`config.mk`:
```
export PLATFORM = sky130hd
export DESIGN_NAME = fifo_thresh_flat
export DESIGN_NICKNAME = d
export VERILOG_FILES = /design/src/rtl/fifo_pkg.sv /design/src/rtl/fifo_thresh_if.sv /design/src/rtl/fifo_regfile.sv /design/src/rtl/fifo_thresh.sv /design/src/flat_wrapper.sv
export SDC_FILE = /design/constraint.sdc
export NUM_CORES = 1
export LEC_CHECK = 0
export BUFFER_PORTS_ARGS = -buffer_cell sky130_fd_sc_hd__buf_4
export CAP_MARGIN = 0
export CORE_MARGIN = 2
export CORE_UTILIZATION = 31
export CTS_CLUSTER_DIAMETER = 200
export DETAILED_ROUTE_END_ITERATION = 6
export PLACE_DENSITY = 0.51
export SETUP_SLACK_MARGIN = 0.15
export SYNTH_ARGS = -nofsm -noshare
export SYNTH_HDL_FRONTEND = slang
export SYNTH_SLANG_ARGS = --single-unit
```
`constraint.sdc`:
```
create_clock -name i_clk -period 4.2 [get_ports i_clk]
set_clock_uncertainty 0.05 [all_clocks]
set_input_delay 0.63 -clock i_clk [delete_from_list [all_inputs] [get_ports i_clk]]
set_output_delay 0.63 -clock i_clk [all_outputs]
set_load 0.05 [all_outputs]
```
`src/rtl/fifo_pkg.sv`:
```
// rtl/fifo_pkg.sv - shared read/write op encoding for the threshold FIFO
package fifo_pkg;

    typedef enum logic [1:0] {
        OP_NOP       = 2'b00,
        OP_READ      = 2'b01,
        OP_WRITE     = 2'b10,
        OP_READWRITE = 2'b11
    } fifo_op_e;

    // Packs the accepted write/read strobes into one op code
    function automatic fifo_op_e fifo_op(input logic wr, input logic rd);
        return fifo_op_e'({wr, rd});
    endfunction

endpackage

```
`src/rtl/fifo_thresh_if.sv`:
```
// rtl/fifo_thresh_if.sv - request/data/status bundle of the threshold FIFO
interface fifo_thresh_if #(
    parameter int NB_DATA = 8,
    parameter int PTR_LEN = 4
);
    logic               i_write_fifo;
    logic               i_read_fifo;
    logic [NB_DATA-1:0] i_data_to_write;
    logic               i_flush;
    logic               i_clear_flags;
    logic [NB_DATA-1:0] o_data_to_read;
    logic               o_fifo_is_empty;
    logic               o_fifo_is_full;
    logic               o_almost_empty;
    logic               o_almost_full;
    logic [PTR_LEN:0]   o_level;
    logic               o_overflow;
    logic               o_underflow;

    modport master (
        output i_write_fifo, i_read_fifo, i_data_to_write, i_flush, i_clear_flags,
        input  o_data_to_read, o_fifo_is_empty, o_fifo_is_full, o_almost_empty,
               o_almost_full, o_level, o_overflow, o_underflow
    );

    modport slave (
        input  i_write_fifo, i_read_fifo, i_data_to_write, i_flush, i_clear_flags,
        output o_data_to_read, o_fifo_is_empty, o_fifo_is_full, o_almost_empty,
               o_almost_full, o_level, o_overflow, o_underflow
    );
endinterface

```
`src/rtl/fifo_regfile.sv`:
```
// rtl/fifo_regfile.sv - FIFO storage, synchronous write and asynchronous read
module fifo_regfile #(
    parameter int NB_DATA = 8,
    parameter int PTR_LEN = 4
) (
    input  logic               i_clk,
    input  logic               i_we,
    input  logic [PTR_LEN-1:0] i_waddr,
    input  logic [NB_DATA-1:0] i_wdata,
    input  logic [PTR_LEN-1:0] i_raddr,
    output logic [NB_DATA-1:0] o_rdata
);
    localparam int DEPTH = 2 ** PTR_LEN;

    logic [NB_DATA-1:0] r_mem [DEPTH];

    // Storage is deliberately not reset; only the pointers define validity
    always_ff @(posedge i_clk) begin
        if (i_we) begin
            r_mem[i_waddr] <= i_wdata;
        end
    end

    assign o_rdata = r_mem[i_raddr];
endmodule

```
`src/rtl/fifo_thresh.sv`:
```
// rtl/fifo_thresh.sv - FWFT FIFO with level, threshold flags and sticky errors
module fifo_thresh
    import fifo_pkg::*;
#(
    parameter int NB_DATA         = 8,
    parameter int PTR_LEN         = 4,
    parameter int ALMOST_FULL_TH  = 2 ** PTR_LEN - 2,
    parameter int ALMOST_EMPTY_TH = 2
) (
    input  logic          i_clk,
    input  logic          i_reset_n,
    fifo_thresh_if.slave  bus
);
    localparam int DEPTH = 2 ** PTR_LEN;
    localparam logic [PTR_LEN:0] LVL_DEPTH = (PTR_LEN + 1)'(DEPTH);
    localparam logic [PTR_LEN:0] LVL_AF    = (PTR_LEN + 1)'(ALMOST_FULL_TH);
    localparam logic [PTR_LEN:0] LVL_AE    = (PTR_LEN + 1)'(ALMOST_EMPTY_TH);

    if (!(ALMOST_EMPTY_TH >= 0 && ALMOST_EMPTY_TH < ALMOST_FULL_TH && ALMOST_FULL_TH <= DEPTH))
    begin : g_bad_thresholds
        $error("fifo_thresh: need 0 <= ALMOST_EMPTY_TH < ALMOST_FULL_TH <= DEPTH");
    end

    logic [PTR_LEN-1:0] r_wr_ptr;
    logic [PTR_LEN-1:0] r_rd_ptr;
    logic [PTR_LEN:0]   r_level;
    logic [PTR_LEN:0]   w_level_nxt;
    logic               r_empty;
    logic               r_full;
    logic               r_almost_empty;
    logic               r_almost_full;
    logic               r_overflow;
    logic               r_underflow;
    logic               w_rd_acc;
    logic               w_wr_acc;
    logic               w_mem_we;
    logic               w_ovf_evt;
    logic               w_unf_evt;
    fifo_op_e           w_op;

    // A read at full frees a slot in the same cycle, so the write may ride along
    assign w_rd_acc = bus.i_read_fifo & ~r_empty;
    assign w_wr_acc = bus.i_write_fifo & (~r_full | w_rd_acc);
    assign w_op     = fifo_op(w_wr_acc, w_rd_acc);
    assign w_mem_we = w_wr_acc & ~bus.i_flush;

    // Errors are not recorded on a flush cycle; read+write on empty is a clean write
    assign w_ovf_evt = bus.i_write_fifo & ~w_wr_acc & ~bus.i_flush;
    assign w_unf_evt = bus.i_read_fifo & r_empty & ~bus.i_write_fifo & ~bus.i_flush;

    fifo_regfile #(
        .NB_DATA (NB_DATA),
        .PTR_LEN (PTR_LEN)
    ) u_regfile (
        .i_clk   (i_clk),
        .i_we    (w_mem_we),
        .i_waddr (r_wr_ptr),
        .i_wdata (bus.i_data_to_write),
        .i_raddr (r_rd_ptr),
        .o_rdata (bus.o_data_to_read)
    );

    // Next occupancy: +1 / -1 / hold, flush forces empty
    always_comb begin
        w_level_nxt = r_level;
        unique case (w_op)
            OP_WRITE: w_level_nxt = r_level + 1'b1;
            OP_READ:  w_level_nxt = r_level - 1'b1;
            default:  w_level_nxt = r_level;
        endcase
        if (bus.i_flush) begin
            w_level_nxt = '0;
        end
    end

    // Pointers, level and level-derived flags, all from the same next level
    always_ff @(posedge i_clk or negedge i_reset_n) begin
        if (!i_reset_n) begin
            r_wr_ptr       <= '0;
            r_rd_ptr       <= '0;
            r_level        <= '0;
            r_empty        <= 1'b1;
            r_full         <= 1'b0;
            r_almost_empty <= 1'b1;
            r_almost_full  <= 1'b0;
        end else begin
            if (bus.i_flush) begin
                r_wr_ptr <= '0;
                r_rd_ptr <= '0;
            end else begin
                if (w_wr_acc) r_wr_ptr <= r_wr_ptr + 1'b1;
                if (w_rd_acc) r_rd_ptr <= r_rd_ptr + 1'b1;
            end
            r_level        <= w_level_nxt;
            r_empty        <= (w_level_nxt == '0);
            r_full         <= (w_level_nxt == LVL_DEPTH);
            r_almost_empty <= (w_level_nxt <= LVL_AE);
            r_almost_full  <= (w_level_nxt >= LVL_AF);
        end
    end

    // Sticky error flags; a new error wins over a same-cycle clear
    always_ff @(posedge i_clk or negedge i_reset_n) begin
        if (!i_reset_n) begin
            r_overflow  <= 1'b0;
            r_underflow <= 1'b0;
        end else begin
            if (w_ovf_evt)               r_overflow <= 1'b1;
            else if (bus.i_clear_flags)  r_overflow <= 1'b0;
            if (w_unf_evt)               r_underflow <= 1'b1;
            else if (bus.i_clear_flags)  r_underflow <= 1'b0;
        end
    end

    assign bus.o_level         = r_level;
    assign bus.o_fifo_is_empty = r_empty;
    assign bus.o_fifo_is_full  = r_full;
    assign bus.o_almost_empty  = r_almost_empty;
    assign bus.o_almost_full   = r_almost_full;
    assign bus.o_overflow      = r_overflow;
    assign bus.o_underflow     = r_underflow;
endmodule
```
`src/flat_wrapper.sv`:
```
// flat-port wrapper written by rule: the top's interface ports become plain ports
module fifo_thresh_flat import fifo_pkg::*;
#(
    parameter int NB_DATA         = 8,
    parameter int PTR_LEN         = 4,
    parameter int ALMOST_FULL_TH  = 2 ** PTR_LEN - 2,
    parameter int ALMOST_EMPTY_TH = 2
)
  (i_clk, i_reset_n, bus_i_write_fifo, bus_i_read_fifo, bus_i_data_to_write, bus_i_flush, bus_i_clear_flags, bus_o_data_to_read, bus_o_fifo_is_empty, bus_o_fifo_is_full, bus_o_almost_empty, bus_o_almost_full, bus_o_level, bus_o_overflow, bus_o_underflow);
  fifo_thresh_if #(.NB_DATA(NB_DATA), .PTR_LEN(PTR_LEN)) bus_i ();
  input  logic i_clk;
  input  logic i_reset_n;
  input wire logic [$bits(bus_i.i_write_fifo)-1:0] bus_i_write_fifo;
  input wire logic [$bits(bus_i.i_read_fifo)-1:0] bus_i_read_fifo;
  input wire logic [$bits(bus_i.i_data_to_write)-1:0] bus_i_data_to_write;
  input wire logic [$bits(bus_i.i_flush)-1:0] bus_i_flush;
  input wire logic [$bits(bus_i.i_clear_flags)-1:0] bus_i_clear_flags;
  output wire logic [$bits(bus_i.o_data_to_read)-1:0] bus_o_data_to_read;
  output wire logic [$bits(bus_i.o_fifo_is_empty)-1:0] bus_o_fifo_is_empty;
  output wire logic [$bits(bus_i.o_fifo_is_full)-1:0] bus_o_fifo_is_full;
  output wire logic [$bits(bus_i.o_almost_empty)-1:0] bus_o_almost_empty;
  output wire logic [$bits(bus_i.o_almost_full)-1:0] bus_o_almost_full;
  output wire logic [$bits(bus_i.o_level)-1:0] bus_o_level;
  output wire logic [$bits(bus_i.o_overflow)-1:0] bus_o_overflow;
  output wire logic [$bits(bus_i.o_underflow)-1:0] bus_o_underflow;
  assign bus_i.i_write_fifo = bus_i_write_fifo;
  assign bus_i.i_read_fifo = bus_i_read_fifo;
  assign bus_i.i_data_to_write = bus_i_data_to_write;
  assign bus_i.i_flush = bus_i_flush;
  assign bus_i.i_clear_flags = bus_i_clear_flags;
  assign bus_o_data_to_read = bus_i.o_data_to_read;
  assign bus_o_fifo_is_empty = bus_i.o_fifo_is_empty;
  assign bus_o_fifo_is_full = bus_i.o_fifo_is_full;
  assign bus_o_almost_empty = bus_i.o_almost_empty;
  assign bus_o_almost_full = bus_i.o_almost_full;
  assign bus_o_level = bus_i.o_level;
  assign bus_o_overflow = bus_i.o_overflow;
  assign bus_o_underflow = bus_i.o_underflow;
  fifo_thresh #(.NB_DATA(NB_DATA), .PTR_LEN(PTR_LEN), .ALMOST_FULL_TH(ALMOST_FULL_TH), .ALMOST_EMPTY_TH(ALMOST_EMPTY_TH)) u_core (.i_clk(i_clk), .i_reset_n(i_reset_n), .bus(bus_i));
endmodule
```
# Yosys cells after proc, flatten, opt, wreduce, memory -nomap -nowiden
# Memories as Yosys holds them, arrays and structs flattened.
# Index checks and enable logic that the tools add are counted.
# Widths: inputs -> output; s select.
[word_totals]
ram_bits = 128
output_inout_bits = 19
ff_bits = 19
mem_count = 1
elab_cells = 49
input_bits = 14
[memory_table]
columns = ["name", "depth", "word_bits", "read_ports", "rd_ports_with_merged_regs", "write_ports", "line", "rtl"]
rows = [
  ["u_core.u_regfile.r_mem", 16, 8, 1, 0, 1, "fifo_regfile.sv:15", "logic [NB_DATA-1:0] r_mem [DEPTH];"],
]
[classes]
bitwise_logic = 14
magnitude_cmp = 2
eq_ne = 3
addsub = 4
muxes = 11
n_reduce_logical = 5
[op_table]
columns = ["operator", "n"]
rows = [
  ["$mux 4", 4],
  ["$pmux 5 s2", 1],
  ["$add 4x1->4 const B", 2],
  ["$and 1x1->1", 8],
  ["$reduce_bool 2->1", 4],
  ["$add 5x1->5 const B", 1],
  ["$eq 5x5->1 const B", 1],
  ["$ge 5x4->1 const B", 1],
  ["$le 5x2->1 const B", 1],
  ["$logic_not 5->1", 1],
  ["$mux 1", 5],
  ["$mux 5", 1],
  ["$not 1->1", 5],
  ["$sub 5x1->5 const B", 1],
  ["$eq 2x1->1 const B", 1],
  ["$eq 2x2->1 const B", 1],
  ["$or 1x1->1", 1],
]

# Longest topological paths before layout
# Gate-level depths: netlist (run 1).
[depth]
word_depth = 8
depth_mapped = 12
mapped_depth_nobuf = 11

# By module
# Synthesis (run 1) repeated with hierarchy kept, for this count alone.
[hier_totals]
cells_unflattened = 316
hier_area_um2 = 6018.3
[modules_own_cells]
columns = ["mod", "area_each_um2", "cells_each", "n_inst"]
rows = [
  ["fifo_regfile", 4987.3, 221, 1],
  ["fifo_thresh", 1031.0, 95, 1],
]

# Worst setup path after synthesis (run 1)
# No wires, ideal clock.
[synth_timing]
path_type = "reg2reg"
start = "reg u_core.r_empty (netlist: u_core.bus.o_fifo_is_empty)"
end = "reg u_core.r_full (netlist: u_core.bus.o_fifo_is_full)"
stages_incl_launch_ff = 12
setup_slack_ps = 1283
t_required_ps = 4045
synth_period_minus_slack_ps = 2917
arrival_ps = 2762
cell_sequence = "dfstp_2 > nand2b_1 > nand2_1 > nand2_1 > ha_1 > clkbuf_1 > xor2_1 > ha_1 > or3_1 > o31ai_1 > nand3b_1 > nor4b_1"
[synth_via]
elab_chain_len = 8
word_cells_on_any_way = 9
cone_classes = "eq/ne (3); mux (2); bitwise (4)"
[synth_rtl]
columns = ["item", "line", "rtl"]
rows = [
  ["from (decl)", "fifo_thresh.sv:28", "logic r_empty;"],
  ["from (signal assigned)", "fifo_thresh.sv:95", "r_empty <= (w_level_nxt == '0);"],
  ["$not 1->1 *", "fifo_thresh.sv:42", "assign w_rd_acc = bus.i_read_fifo & ~r_empty;"],
  ["$and 1x1->1 *", "fifo_thresh.sv:42", ""],
  ["$or 1x1->1", "fifo_thresh.sv:43", "assign w_wr_acc = bus.i_write_fifo & (~r_full | w_rd_acc);"],
  ["$and 1x1->1", "fifo_thresh.sv:43", ""],
  ["$eq 2x1->1 / $eq 2x2->1 (equally long branches)", "fifo_thresh.sv:66", "unique case (w_op)"],
  ["$pmux 5 s2 *", "fifo_thresh.sv:66", ""],
  ["$mux 5 *", "fifo_thresh.sv:71", "if (bus.i_flush) begin"],
  ["$eq 5x5->1 *", "fifo_thresh.sv:96", "r_full <= (w_level_nxt == LVL_DEPTH);"],
  ["to (signal assigned)", "fifo_thresh.sv:96", ""],
  ["to (decl)", "fifo_thresh.sv:29", "logic r_full;"],
]
# Mark *: on every way between the ends. The rest lies on a longest branch, timed or not.
# A chain may end at the register's enable or synchronous reset.

# Worst setup path in the final report (run 1)
[layout_timing]
start = "reg u_core.r_rd_ptr[0]"
end = "out bus_o_data_to_read[0]"
[layout_via]
elab_chain_len = 1
[layout_rtl]
columns = ["item", "line", "rtl"]
rows = [
  ["from (decl)", "fifo_thresh.sv:25", "logic [PTR_LEN-1:0] r_rd_ptr;"],
  ["from (signal assigned)", "fifo_thresh.sv:92", "if (w_rd_acc) r_rd_ptr <= r_rd_ptr + 1'b1;"],
  ["$mem_v2 16x8", "n/a", ""],
  ["to (decl)", "flat_wrapper.sv:18", "output wire logic [$bits(bus_i.o_data_to_read)-1:0] bus_o_data_to_read;"],
]
# No other way between the ends.

==> results of run 1 <==
report_power, final:
group	internal (mW)	switching [mW]	total (mW)
registers	1.63	0.0393	1.67
logic	0.239	0.349	0.589
clock network	0.867	0.691	1.56
layout by cell type, fill, tap and decap left out, types with 2 or more instances in the layout:
cell / netlist / final
inv_8: 0 / 5
mux4_1: 30 / 30
edfxtp_1: 128 / 128
ha_1: 8 / 8
inv_1: 9 / 9
a21oi_1: 9 / 9
nor3_1: 2 / 2
dfstp_2: 2 / 2
xnor2_1: 4 / 4
nand3_1: 6 / 6
nand2_1: 12 / 12
or3_1: 2 / 2
clkinv_8: 0 / 5
xor2_1: 6 / 6
and2_1: 16 / 16
nand2b_1: 2 / 2
nor2b_1: 3 / 3
clkbuf_16: 0 / 17
dfrtp_1: 17 / 17
mux4_2: 10 / 10
inv_6: 0 / 3
buf_4: 0 / 34
nor2_1: 12 / 12
o221ai_1: 2 / 2
o21ai_0: 3 / 3
worst reg2reg max path, stage by stage (launching register included):
cell	delay [ps]
dfstp_2	540
nand2b_1	170
nand2_1	130
nand2_1	200
ha_1	350
xor2_1	180
ha_1	200
a21oi_1	60
xnor2_1	300
a21oi_1	140
nand3b_1	170
nor4b_1	310
per-stage QoR:
step                utilization [%]  instances
finish                         37.3        629
floorplan                         -        314
CTS                            37.3        629
global route                   37.3        629
global placement               34.1        597
detailed placement             34.1        597
final cells by class:
type / count / area (um2)
multi-input combinational: 142 / 1670
clock inverter: 15 / 203
inverter: 9 / 33.8
sequential: 147 / 4320
clock buffer: 17 / 425
fill: 1815 / 12200
tap: 265 / 332
timing repair buffer: 34 / 255
worst max path at each step:
stage / cells past startpoint / endpoint
floorplan: 11 / u_core.bus.o_fifo_is_full
global placement: 12 / u_core.bus.o_fifo_is_empty
detailed placement: 12 / u_core.bus.o_almost_full
CTS: 4 / bus_o_data_to_read[0]
global route: 4 / bus_o_data_to_read[0]
finish: 4 / bus_o_data_to_read[0]
per-layer routing:
metal  up-vias  global-route usage [%]
met5         -                       0
met4         0                    5.37
met3        14                    2.28
met2        60                    20.7
met1      1493                    16.3
li1       1358                       -
state kept, by name, summed over array words and instances (netlist names):
| signal | count |
|---|---|
| u_core.u_regfile.r_mem | 128 |
| u_core.bus.o_underflow | 1 |
| u_core.r_rd_ptr | 4 |
| u_core.bus.o_overflow | 1 |
| u_core.bus.o_almost_full | 1 |
| u_core.bus.o_fifo_is_full | 1 |
| u_core.bus.o_fifo_is_empty | 1 |
| u_core.bus.o_almost_empty | 1 |
| u_core.bus.o_level | 5 |
| u_core.r_wr_ptr | 4 |
kinds of logic (layout without fill, tap and decap cells):
group / after synthesis / in the layout
xor gates and xnor gates: 10 / 10
AOI/OAI and AO/OA: 21 / 21
muxes: 41 / 41
DFF: 147 / 147
adders and majority gates: 8 / 8
and+or+nand+nor: 62 / 62
buffers and inverters: 25 / 75
synthesized netlist by cell type (2+ instances only):
| cell | number |
|---|---|
| xor2_1 | 6 |
| mux4_2 | 10 |
| edfxtp_1 | 128 |
| nor3_1 | 2 |
| inv_1 | 9 |
| nand2b_1 | 2 |
| or3_1 | 2 |
| ha_1 | 8 |
| buf_6 | 3 |
| nand3_1 | 6 |
| a21oi_1 | 9 |
| nand2_1 | 12 |
| dfstp_2 | 2 |
| nor2_1 | 12 |
| o221ai_1 | 2 |
| clkbuf_1 | 10 |
| nor2b_1 | 3 |
| mux4_1 | 30 |
| o21ai_0 | 3 |
| xnor2_1 | 4 |
| dfrtp_1 | 17 |
| and2_1 | 16 |
==> out/metrics.yaml, run 1 <==
worst_setup_path:
  crit_arrival_ps: 2660
  critical_path_required_ps: 3520
  regToRegStartpoint: "u_core.bus.o_fifo_is_empty"
  critPathMaxStageDelay_ps: 730
  crit_chain: "buf_4 -> mux4_1 -> mux4_2 -> buf_4"
  rr_worst_depth: 11
  r2r_end: "u_core.bus.o_fifo_is_full"
  cp-startpoint: "u_core.r_rd_ptr[0]"
  slowest_stage: "mux4_1"
  crit_family: "multiplexers"
  worst_setup_path_end_kind: "output pin"
  rrSetupSlack_ps: 1290
  start_kind: "flop"
  critPathKind: "reg -> out"
  worstPathMaxFanout: 35
  critical_path_buf_inv_count: 2
  cpMostUsedCell: "buf_4"
placement:
  hpwlAfterDp_um: 7460
  place_area_um2: 6620
  gp_congestion: 0.769
  dp_slack_ps: 1140
  port_buffers: 32
sta:
  period_minus_slack_ps: 3340
  worst_pin_slew_ps: 748
  setup_viol: 0
  max_freq_ghz: 0.299
  setup_slack_ps: 859
  slew_violations: 0
  holdWs_ps: 27.0
  setup_tns_ps: 0
  fin_crit_sh_pct: 79.6
  hold_viol: 0
  relSlewSlack_pct: 50.1
  rsz0062_at_grt: "false"
pwr:
  peakVddDrop_mv: 0.305
  p_leak_nw: 2.49
  p_per_area_nw_per_um2: 527
  power_mw: 3.82
synthesis:
  synth_fa_ha_area_share_pct: 1.63
  synth-compound-area-share_pct: 2.19
  synth_edf_count: 128
  synth_top_area_share_pct: 62.8
  synth.avg_cell_area_um2: 19.5
  synth_mux_area_share_pct: 16.7
  yosys_warnings: 0
  synth_xor_area_share_pct: 1.43
  synth_top_family_by_area: "multiplexers"
  synth-simple-area-share_pct: 5.35
  synthTopCellsByArea: "edfxtp_1 (63%), mux4_1 (13%), dfrtp_1 (6.9%), mux4_2 (3.7%), and2_1 (1.6%)"
  synth_cell_types: 40
  ys_seq_area_share_pct: 70.6
  synth-async-reset-ratio_pct: 12.9
  synth_largest_area_cell: "edfxtp_1"
  ys.flop_type: "edfxtp_1"
  netlist_instances: 314
  ys_ff_latch: 147
  synth_nets: 336
  syn-cell-area_um2: 6120
routing:
  routed_via_density: 4.65
  drtAntennaViolNets: 0
  wl_met1_um: 5470
  wl_per_cell_um: 19.3
  totalWireLength_um: 12200
  dr.pass1.iters: 4
  maxUsedRoutingLayer: "met4"
  vias: 2925
  drtIter0Drc: 270
  met2_length_um: 6140
  remaining_drc_errors: 0
  wl_met3_um: 355
floorplanning:
  start_util_pct: 31.6
  rows: 51
  dieArea_um2: 20900
  coreArea_um2: 19400
  num_io_pins: 33
  floorplan.die.width_um: 145
  fp.dieH_um: 145
cts:
  ctsRootBufferMaster: "clkbuf_16"
  clkTransAtPathRegs_ps: 70
  cts_setup_buffers: 0
  cts.sinks: 147
  h-tree-depth: 4
  cts_tree: "yes"
  clk_latency_ps: 420
  ctsHoldBuffers: 0
  cts_buffers: 17
  cts_buffer_depth: 2
  ctsResizeCount: 0
grt:
  grt_pass1_vias: 2934
  grt_antenna_before_repair: 0
  grt_overflow: 0
  grt_max_degree: 36
  gr-usage-all-layers_pct: 12.5
  grt_pass1_wl_um: 18200
min_path:
  hold_path_class: "in -> async"
outcome:
  run_status: "completed"
finish:
  layout-drive-gt1-share_pct: 22.0
  design_area_um2: 7240
  area_growth_pct: 18.3
  diodes: 0
  nets: 373
flow_run:
  cap_viol_max_count: 0
Note: power is estimated with default switching activity, not from simulation.
==> run 2, diff against run 1 <==
clock period = 3.4 ns   (was 4.2 ns; I/O delays follow)
==> run 2 against run 1 <==
Die area is the same. Hold slack gained 220 ps. Worst setup slack worse by 500 ps. Non-clock buffer count is 1 higher. Via count up 0.44%. Total power increased by 17%. First-iteration DRC count decreased by 37%. Critical path type unchanged. Largest power group unchanged. Highest routed layer unchanged.
==> out/metrics.yaml, run 2 (synthesis results as in run 1) <==
routing:
  drtAntennaViolNets: 0  # unchanged
  vias: 2938  # +0.44%
  routed_via_density: 4.68  # +0.60%
  remaining_drc_errors: 0  # unchanged
  wl_per_cell_um: 19.6  # +1.4%
  dr.pass1.iters: 4  # unchanged
  totalWireLength_um: 12300  # +1.2%
  drtIter0Drc: 170  # -37%
finish:
  largest_reg_flops: 128  # unchanged
  layout-drive-gt1-share_pct: 20.9  # -1.0 points
  final_common_cell: "edfxtp_1"
  diodes: 0  # unchanged
  nets: 374  # +0.27%
  regMostFlops: "u_core.u_regfile.r_mem"
  design_area_um2: 7170  # -1.1%
  final_util_pct: 36.9  # -0.39 points
  filler_cell_count: 1813  # -0.11%
  area_growth_pct: 17.0
  final_cell_mix: "edfxtp_1 (128), buf_4 (32), mux4_1 (30)"
sta:
  fin_crit_sh_pct: 89.3
  rsz0062_at_grt: "false"
  holdWs_ps: 243  # +216 ps
  slew_violations: 0  # unchanged
  setup_viol: 0  # unchanged
  setup_tns_ps: 0  # unchanged
  period_minus_slack_ps: 3040
  max_freq_ghz: 0.329
  worst_pin_slew_ps: 740  # -8.87 ps
  hold_viol: 0  # unchanged
  relSlewSlack_pct: 50.7  # +0.59 points
cts:
  cts_buffer_depth: 2  # unchanged
  clkTransAtPathRegs_ps: 60  # about the same
  cts.sinks: 147  # unchanged
  ctsRootBufferMaster: "clkbuf_16"
  h-tree-depth: 4  # unchanged
  clk_latency_ps: 420  # about the same
  cts_tree: "yes"
  cts_buffers: 17  # unchanged
worst_setup_path:
  slowest_stage: "mux4_1"
  critPathKind: "reg -> out"
  crit_family: "multiplexers"
  worstPathMaxFanout: 35  # unchanged
  critical_path_required_ps: 2840  # -680 ps
  worst_setup_path_end_kind: "output pin"
  start_kind: "flop"
  crit_arrival_ps: 2480  # -180 ps
  critPathMaxStageDelay_ps: 700  # -30 ps
  crit_chain: "buf_12 -> mux4_1 -> mux4_2 -> buf_4"
  critical_path_buf_inv_count: 2  # unchanged
grt:
  gr-usage-all-layers_pct: 13.0  # +0.45 points
  grt_pass1_wl_um: 18700  # +2.8%
  grt_max_degree: 36  # unchanged
  grt_antenna_before_repair: 0  # unchanged
  grt_pass1_vias: 3053  # +4.1%
  grt_overflow: 0  # unchanged
flow_run:
  cap_viol_max_count: 0  # unchanged
pwr:
  p_leak_nw: 2.44  # -2.2%
  power_mw: 4.46  # +17%
  p_per_area_nw_per_um2: 622  # +18%
  peakVddDrop_mv: 0.380  # +25%
floorplanning:
  start_util_pct: 31.6  # unchanged
  fp.dieH_um: 145  # unchanged
  coreArea_um2: 19400  # unchanged
  rows: 51  # unchanged
  dieArea_um2: 20900  # unchanged
  floorplan.die.width_um: 145  # unchanged
  num_io_pins: 33  # unchanged
placement:
  hpwlAfterDp_um: 7310  # -2.1%
  gp_congestion: 0.829  # +7.8%
  place_area_um2: 6640  # +0.38%
  port_buffers: 32  # unchanged
min_path:
  hold_path_class: "in -> reg"
outcome:
  run_status: "completed"
run 2: metal layers:
metal | track usage, % | vias up | wire length [um]
met5 | 0 | - | 0
met1 | 17.1 | 1521 | 5550
li1 | - | 1348 | -
met3 | 3.48 | 15 | 437
met4 | 4.91 | 0 | 194
met2 | 20.7 | 54 | 6120
run 2: cell type report:
cell class | instances | area (um2) | share of cell area (%)
Clock inverter | 11 | 83.8 | 1.17
Timing Repair Buffer | 35 | 290 | 4.05
Multi-Input combinational cell | 142 | 1670 | 23.3
Inverter | 9 | 33.8 | 0.471
Tap cell | 265 | 332 | 4.63
Sequential cell | 147 | 4320 | 60.3
Clock buffer | 19 | 433 | 6.04
run 2: what timing repair did:
item,4_1_cts,5_1_grt
setup buffers,0,0
hold buffers,1,0
resized for setup,0,0
hold endpoints to repair,17,0
run 2: path summary, 6_finish.rpt:
path,slack (ps),cells past startpoint,start,endpoint
hold reg to reg,480,2,u_core.bus.o_underflow,u_core.bus.o_underflow
min in group asynchronous,460,2,i_reset_n,u_core.bus.o_level[0]
max in group asynchronous,2570,2,i_reset_n,u_core.bus.o_almost_empty
hold / removal,240,2,bus_i_clear_flags,u_core.bus.o_underflow
setup reg to reg,520,11,u_core.bus.o_fifo_is_empty,u_core.bus.o_almost_full
setup / recovery,360,4,u_core.r_rd_ptr[0],bus_o_data_to_read[0]
run 2: through the flow:
| step | std cells | setup slack (ps) |
|---|---|---|
| after floorplan | 314 | 483 |
| after CTS | 628 | 330 |
| after global routing | 628 | 237 |
| after detailed placement | 597 | 481 |
| after global placement | 597 | 562 |
| final | 628 | 362 |
run 2: where the power goes:
part / total [mW] / leakage, nW / internal (mW) / switching [mW]
Clock: 1.64 / 0.242 / 0.928 / 0.715
Combinational: 0.748 / 0.787 / 0.307 / 0.441
Sequential: 2.07 / 1.41 / 2.02 / 0.0512
==> run 3, diff against run 2 <==
PLACE_DENSITY = unset   (was 0.51)
PLACE_DENSITY_LB_ADDON = 0.12   (was unset)
==> run 3 against run 2 <==
Register-to-register slack got worse by 60 ps. Cell area rose by 2.3%. Sequential share of layout area fell by 1.3 points. Sequential power barely moved. Total power rose by 9.2%. Via count rose by 2.3%. Flip-flop and latch count did not move. Global-route usage rose by 0.63 points. First-iteration DRC count fell by 11%. Wire length rose by 7.0%. Hold slack got worse by 0.60 ps. Critical path depth rose by 7. Critical path type is now reg -> reg.
==> out/metrics.yaml, run 3 (synthesis results as in run 1) <==
worst_setup_path:
  critPathKind: "reg -> reg"
  critical_path_required_ps: 3660  # +820 ps
  rrSetupSlack_ps: 460  # -60 ps
  critPathMaxStageDelay_ps: 540  # -160 ps
  worstPathMaxFanout: 7  # -80%
  start_kind: "flop"
  cp-startpoint: "u_core.bus.o_fifo_is_empty"
  endpoint: "u_core.bus.o_fifo_is_full"
  worst_setup_path_end_kind: "flop"
  regToRegStartpoint: "u_core.bus.o_fifo_is_empty"
  crit_arrival_ps: 3200  # +720 ps
  critical_path_buf_inv_count: 0  # -2
  rr_worst_depth: 11  # unchanged
  r2r_end: "u_core.bus.o_fifo_is_full"
  crit_family: "simple AND/OR/NAND/NOR gates"
  slowest_stage: "dfstp_2"
  crit_cells: 11  # +7
  crit_chain: "nand2b_1 -> nand2_1 -> nand2_1 -> ha_1 -> xor2_1 -> ha_1 -> a21oi_1 -> xnor2_1 -> a21oi_1 -> nand3b_1 -> nor4b_1"
sta:
  relSlewSlack_pct: 43.9  # -6.8 points
  slew_violations: 0  # unchanged
  setup_viol: 0  # unchanged
  period_minus_slack_ps: 2940  # -100 ps
  hold_viol: 0  # unchanged
  worst_pin_slew_ps: 842  # +103 ps
  fin_crit_sh_pct: 86.4  # -2.9 points
  rsz0062_at_grt: "false"
  max_freq_ghz: 0.340  # +3.4%
  setup_tns_ps: 0  # unchanged
floorplanning:
  dieArea_um2: 20900  # unchanged
  fp.dieH_um: 145  # unchanged
  num_io_pins: 33  # unchanged
  coreArea_um2: 19400  # unchanged
  start_util_pct: 31.6  # unchanged
  rows: 51  # unchanged
  floorplan.die.width_um: 145  # unchanged
cts:
  ctsResizeCount: 0  # unchanged
  ctsRootBufferMaster: "clkbuf_16"
  clk_latency_ps: 420  # about the same
  cts.sinks: 147  # unchanged
  ctsHoldBuffers: 1  # unchanged
  cts_tree: "yes"
  cts_setup_buffers: 0  # unchanged
  h-tree-depth: 4  # unchanged
  clkTransAtPathRegs_ps: 60  # about the same
  cts_buffer_depth: 2  # unchanged
  cts_buffers: 17  # unchanged
finish:
  final_cell_mix: "edfxtp_1 (128), buf_4 (35), mux4_1 (30)"
  final_util_pct: 37.8  # +0.84 points
  nets: 377  # +0.80%
  layout-drive-gt1-share_pct: 22.8  # +1.9 points
  area_growth_pct: 19.7
  regMostFlops: "u_core.u_regfile.r_mem"
  filler_cell_count: 1799  # -0.77%
  final_common_cell: "edfxtp_1"
  seq_area_um2: 4320  # about the same
  largest_reg_flops: 128  # unchanged
  diodes: 0  # unchanged
  instances_no_fill: 633  # +0.80%
  multi_input_area_um2: 1670  # unchanged
grt:
  grt_pass1_wl_um: 19700  # +4.9%
  gr-usage-all-layers_pct: 13.6  # +0.63 points
  grt_max_degree: 33  # -8.3%
  grt_overflow: 0  # unchanged
  grt_antenna_before_repair: 0  # unchanged
  grt_pass1_vias: 3193  # +4.6%
  gr-usage-met2_pct: 22.2  # +1.5 points
  busiest_layer: "met2"
  met3_usage_pct: 3.48  # unchanged
  grtUsageMet1_pct: 17.8  # +0.71 points
pwr:
  peakVddDrop_mv: 0.367  # -3.5%
  p_leak_nw: 2.51  # +3.1%
  p_per_area_nw_per_um2: 664  # +6.7%
placement:
  hpwlAfterDp_um: 7840  # +7.3%
  gp_congestion: 0.745  # -10%
  dp_cells: 600  # +0.50%
  port_buffers: 32  # unchanged
routing:
  remaining_drc_errors: 0  # unchanged
  drtAntennaViolNets: 0  # unchanged
  vias: 3006  # +2.3%
  dr.pass1.iters: 4  # unchanged
  totalWireLength_um: 13200  # +7.0%
  wl_per_cell_um: 20.8  # +6.2%
  routed_via_density: 4.75  # +1.5%
  drtIter0Drc: 152  # -11%
min_path:
  hold_path_class: "in -> reg"
  holdPathStages: 2  # unchanged
outcome:
  run_status: "completed"
flow_run:
  cap_viol_max_count: 0  # unchanged
==> run 3: cell types whose count changed in the layout (fill, tap and decap cells not counted) <==
cell,delta
bufinv_16,+5
clkbuf_1,-2
clkinv_2,-2
dfrtp_1,-1
buf_4,+3
clkinv_4,+2
inv_6,-2
clkinvlp_4,+1
dfrtp_2,+1
==> run 3: metal layers <==
layer | up-vias | routed length (um)
li1 | 1362 | -
met1 | 1576 | 6060
met2 | 54 | 6480
met3 | 14 | 437
met4 | 0 | 185
met5 | - | 0
==> run 3: metrics by stage <==
step	instance area [um2]	total power, mW	hold slack [ps]	setup slack [ps]
after CTS	7330	4.93	225	436
after global placement	6660	2.86	355	541
after detailed placement	6660	2.87	358	450
after global routing	7330	5.06	224	159
after floorplan	6120	2.65	164	483
final	7330	4.87	242	462
==> run 3: where the power goes <==
| part | internal (mW) | switching, mW |
|---|---|---|
| clock network | 1.31 | 0.740 |
| registers | 2.02 | 0.0503 |
| logic | 0.310 | 0.442 |
==> run 3: layout make-up <==
cell class                 instances  area share [%]
multi-input combinational        142            22.8
tap                              265            4.52
clock inverter                    15            3.16
inverter                           9           0.461
sequential                       147            59.0
clock buffer                      17            5.80
timing repair buffer              38            4.27
==> run 3: worst min path at each step <==
stage / to / slack (ps) / start
floorplan: u_core.bus.o_almost_full / 160 / i_reset_n
global placement: u_core.bus.o_almost_full / 350 / i_reset_n
detailed placement: u_core.bus.o_almost_full / 360 / i_reset_n
CTS: u_core.bus.o_underflow / 230 / bus_i_clear_flags
global route: u_core.bus.o_underflow / 220 / bus_i_clear_flags
finish: u_core.bus.o_underflow / 240 / bus_i_clear_flags
